`config.mk`:
```
export PLATFORM = sky130hd
export DESIGN_NAME = wb_regfile
export DESIGN_NICKNAME = d
export VERILOG_FILES = /design/src/rtl/wb_regfile.sv
export SDC_FILE = /design/constraint.sdc
export NUM_CORES = 1
export LEC_CHECK = 0
export CORE_MARGIN = 8
export CORE_UTILIZATION = 45
export DETAILED_ROUTE_END_ITERATION = 10
export GPL_ROUTABILITY_DRIVEN = 0
export HOLD_SLACK_MARGIN = 0.06
export SETUP_SLACK_MARGIN = 0.05
export SYNTH_ARGS = -nofsm -noshare
export SYNTH_HDL_FRONTEND = slang
export SYNTH_SLANG_ARGS = --single-unit
```
`constraint.sdc`:
```
create_clock -name clk -period 2.35 [get_ports clk]
set_clock_uncertainty 0.15 [all_clocks]
set_input_delay 0.47 -clock clk [delete_from_list [all_inputs] [get_ports clk]]
set_output_delay 0.47 -clock clk [all_outputs]
set_load 0.01 [all_outputs]
```
`src/rtl/wb_regfile.sv`:
```
// Register file with write-back bypass and a per-register pending-write scoreboard.
// Reads, busy and err are combinational; regs and busy update on the rising edge.
module wb_regfile #(
  parameter int W = 16,
  parameter int N = 8,
  parameter int S = 3
) (
  input  logic         clk,
  input  logic         rst,
  input  logic [W-1:0] writeData,
  input  logic [S-1:0] writeRegSel,
  input  logic         write,
  input  logic [S-1:0] read1RegSel,
  input  logic [S-1:0] read2RegSel,
  input  logic [S-1:0] issueRegSel,
  input  logic         issue,
  output logic [W-1:0] read1Data,
  output logic [W-1:0] read2Data,
  output logic         read1Busy,
  output logic         read2Busy,
  output logic         err
);

  logic [W-1:0] regs_q [N];
  logic [W-1:0] regs_d [N];
  logic [N-1:0] busy_q;
  logic [N-1:0] busy_d;

  logic hit1;
  logic hit2;
  logic hit_issue;

  assign hit1      = write && (writeRegSel == read1RegSel);
  assign hit2      = write && (writeRegSel == read2RegSel);
  assign hit_issue = write && (writeRegSel == issueRegSel);

  always_comb begin
    regs_d = regs_q;
    busy_d = busy_q;
    if (write) begin
      regs_d[writeRegSel] = writeData;
    end
    // A new producer supersedes the completing one, so set wins over clear.
    for (int r = 0; r < N; r++) begin
      if (issue && (issueRegSel == S'(r))) begin
        busy_d[r] = 1'b1;
      end else if (write && (writeRegSel == S'(r))) begin
        busy_d[r] = 1'b0;
      end
    end
  end

  always_ff @(posedge clk) begin
    if (rst) begin
      for (int r = 0; r < N; r++) begin
        regs_q[r] <= '0;
      end
      busy_q <= '0;
    end else begin
      regs_q <= regs_d;
      busy_q <= busy_d;
    end
  end

  always_comb begin
    read1Data = '0;
    read2Data = '0;
    read1Busy = 1'b0;
    read2Busy = 1'b0;
    err       = 1'b0;
    if (!rst) begin
      read1Data = hit1 ? writeData : regs_q[read1RegSel];
      read2Data = hit2 ? writeData : regs_q[read2RegSel];
      // The completing producer's register reads as ready, with bypassed data.
      read1Busy = busy_q[read1RegSel] && !hit1;
      read2Busy = busy_q[read2RegSel] && !hit2;
      err       = issue && busy_q[issueRegSel] && !hit_issue;
    end
  end

endmodule

```
==> flow_summary.yaml <==
worst_setup_path:
  cp.required_ns: 1.73
  worst_setup_path_start_kind: "flop"
  path_max_fanout: 3
  crit_type: "flop to primary output"
  cp-end-kind: "primary output"
  arrival_ns: 1.84
routing:
  routedWlPerCell_um: 21.7
  vias: 7608
  drt_pass1_iterations: 5
  viasPerCell: 5.87
  drt-total-wl_um: 28200
  post-route-drc-count: 0
  drt_iter0_markers: 863
  ant_nets: 0
timing:
  tightest_slew_ns: 0.491
  finalSetupViolCount: 14
  max_freq_mhz: 406
  finalCritPeriodShare: 1.05
  rsz0062_at_grt: "true"
  maxSlewHeadroom: 0.672
  slew_violations: 0
  timing.final.hold_violations: 0
  period_minus_slack_ns: 2.46
  worst_slack_ns: -0.112
grt:
  grt_max_degree: 36
  antenna_found_initial: 0
  grt_pass1_wl_um: 43500
  grt_pass1_vias: 7576
  grt_usage: 0.260
  grt_overflow_total: 0
clocking:
  cts_tree: "built"
  path_clk_slew_ns: 0.06
  cts_buffer_depth: 2
  numCtsBuffers: 17
  htreeDepth: 4
  clock_latency_ns: 0.42
  root_buffer: "clkbuf_16"
  clock_sinks: 136
floorplanning:
  fp.dieH_um: 146
  rows: 47
  start_util: 0.459
  num_io_pins: 67
  coreArea_um2: 16600
  die_w_um: 146
  die_area_um2: 21300
logic_synthesis:
  synth_cells: 908
  synth_mux_area_frac: 0.204
  synthSimpleGateAreaFrac: 0.207
  ys_seq_area_frac: 0.357
  synth_top_family_by_area: "simple AND/OR/NAND/NOR gates"
  syn_avg_cell_area_um2: 8.39
  synthAdderAreaFrac: 0
  postSynthRegisterBits: 136
  synth_xor_xnor_area_share: 0.0123
  yosysWarnings: 0
  synth.distinct_cells: 33
  syn_nets: 940
  syn_area_um2: 7620
  synth-compound-area-share: 0.148
layout:
  fin_nets: 1096
  area_growth_pct: 41.9
  regArea_um2: 2760
  fill_cells: 1378
  fin_util: 0.652
  drive_gt1_frac: 0.376
  diodes: 0
  multi_input_area_um2: 4830
run:
  drv_cap: 0
place:
  numPortBuffers: 66
  dp.final_hpwl_um: 18800
power:
  power_uw: 6120
  vdd_drop_max_mv: 0.610
  p_per_area_nw_per_um2: 566
  leakagePower_uw: 0.00407
min_path:
  hold_path_class: "flop to flop"
run_status:
  failed_checks: "negative setup slack"
  status: "finished with violations"
power by group:
part           total, uW  leakage (uW)  switching [uW]  internal [uW]
Clock               2650      0.000269            1090           1560
Combinational       1070       0.00268             536            531
Sequential          2400       0.00112            44.0           2360
Total               6120       0.00407            1670           4450
what timing repair did:
item,in CTS,in global routing
hold buffers,0,0
pin swaps,59,16
setup buffers,23,3
resized for setup,351,39
cloned,4,1
setup endpoints to repair,35,35
per-stage QoR:
| step | hold slack [ns] | worst slack, ns | area, um^2 | setup TNS (ns) | instances |
|---|---|---|---|---|---|
| 2_1_floorplan | 0.293 | 0.112 | 7620 | 0 | 908 |
| 3_3_place_gp | 0.303 | -1.04 | 9330 | -32.39 | 1239 |
| 3_5_place_dp | 0.310 | -0.996 | 9330 | -31.90 | 1239 |
| 4_1_cts | 0.317 | -0.0938 | 10600 | -0.411 | 1294 |
| 5_1_grt | 0.337 | -0.121 | 10800 | -1.14 | 1297 |
| 6_report | 0.317 | -0.112 | 10800 | -0.406 | 1297 |
final cells by class:
cell class                      instances  area share
Clock inverter                         14      0.0137
Sequential cell                       136       0.255
Multi-Input combinational cell        681       0.446
Tap cell                              220      0.0255
Clock buffer                           18      0.0397
Timing Repair Buffer                  228       0.219
layout by cell type (no fill, tap or decap), drive strengths merged, types with 2 or more instances in the layout:
cell,instances
xnor2,7
xor2,2
inv,3
nand3,4
buf,205
a211oi,32
clkinv,4
a21oi,129
clkdlybuf4s50,18
a32oi,4
mux2i,65
o22ai,30
nor2,47
nand2,263
or2,2
nand2b,5
and2b,2
clkbuf,20
nor2b,4
nand4,4
mux4,40
and4,2
nor3,35
dfxtp,136
clkinvlp,5
a22oi,3
bufinv,2
cell families after synthesis:
group / Yosys count
AOI/OAI and AO/OA: 198
muxes: 105
and+or+nand+nor: 369
DFF: 136
xor gates and xnor gates: 9
buffers and inverters: 91
per-layer routing:
metal	GRT usage	share of wire
met1	0.327	0.41
met2	0.425	0.48
met3	0.0593	0.076
met4	0.107	0.033
met5	0	0
Yosys cell counts:
library cell | count | area (um^2)
a211oi_1 | 32 | 240
a21oi_1 | 129 | 646
a22oi_1 | 3 | 22.5
a32oi_1 | 4 | 35.0
and2b_1 | 2 | 15.0
and4_1 | 2 | 17.5
buf_1 | 1 | 3.75
buf_2 | 13 | 65.1
buf_4 | 21 | 158
buf_6 | 14 | 158
clkbuf_1 | 42 | 158
dfxtp_1 | 136 | 2720
mux2i_1 | 65 | 651
mux4_2 | 40 | 901
nand2_1 | 259 | 972
nand2_2 | 4 | 25.0
nand2b_1 | 4 | 25.0
nand2b_4 | 1 | 13.8
nand3_1 | 1 | 5.00
nand3_2 | 3 | 30.0
nand4_1 | 2 | 12.5
nand4_2 | 2 | 25.0
nor2_1 | 41 | 154
nor2_2 | 6 | 37.5
nor2b_1 | 4 | 25.0
nor3_1 | 33 | 165
nor3_4 | 2 | 32.5
nor4b_1 | 1 | 8.76
o22ai_1 | 30 | 188
or2_2 | 2 | 12.5
xnor2_1 | 5 | 43.8
xnor2_2 | 2 | 32.5
xor2_1 | 2 | 17.5
final timing paths:
check	startpoint	endpoint	slack (ns)	cells after the start
max	regs_q[2]	read2Data[2]	-0.11	5
min	regs_q[11]	regs_q[11]	0.32	2
max reg2reg	busy_q[2]	busy_q[2]	1.51	2
min reg2reg	regs_q[11]	regs_q[11]	0.32	2
sequential cells by signal, indices dropped and copies added, names as in the netlist:
register / cells
regs_q: 128
busy_q: 8
critical path, cell delays in order (launching register included):
cell and delay, ns:
dfxtp_2 0.33, mux4_2 0.51, a211oi_2 0.23, nor3_1 0.07, buf_4 0.17, buf_6 0.11
(Power assumes the default switching activity.)
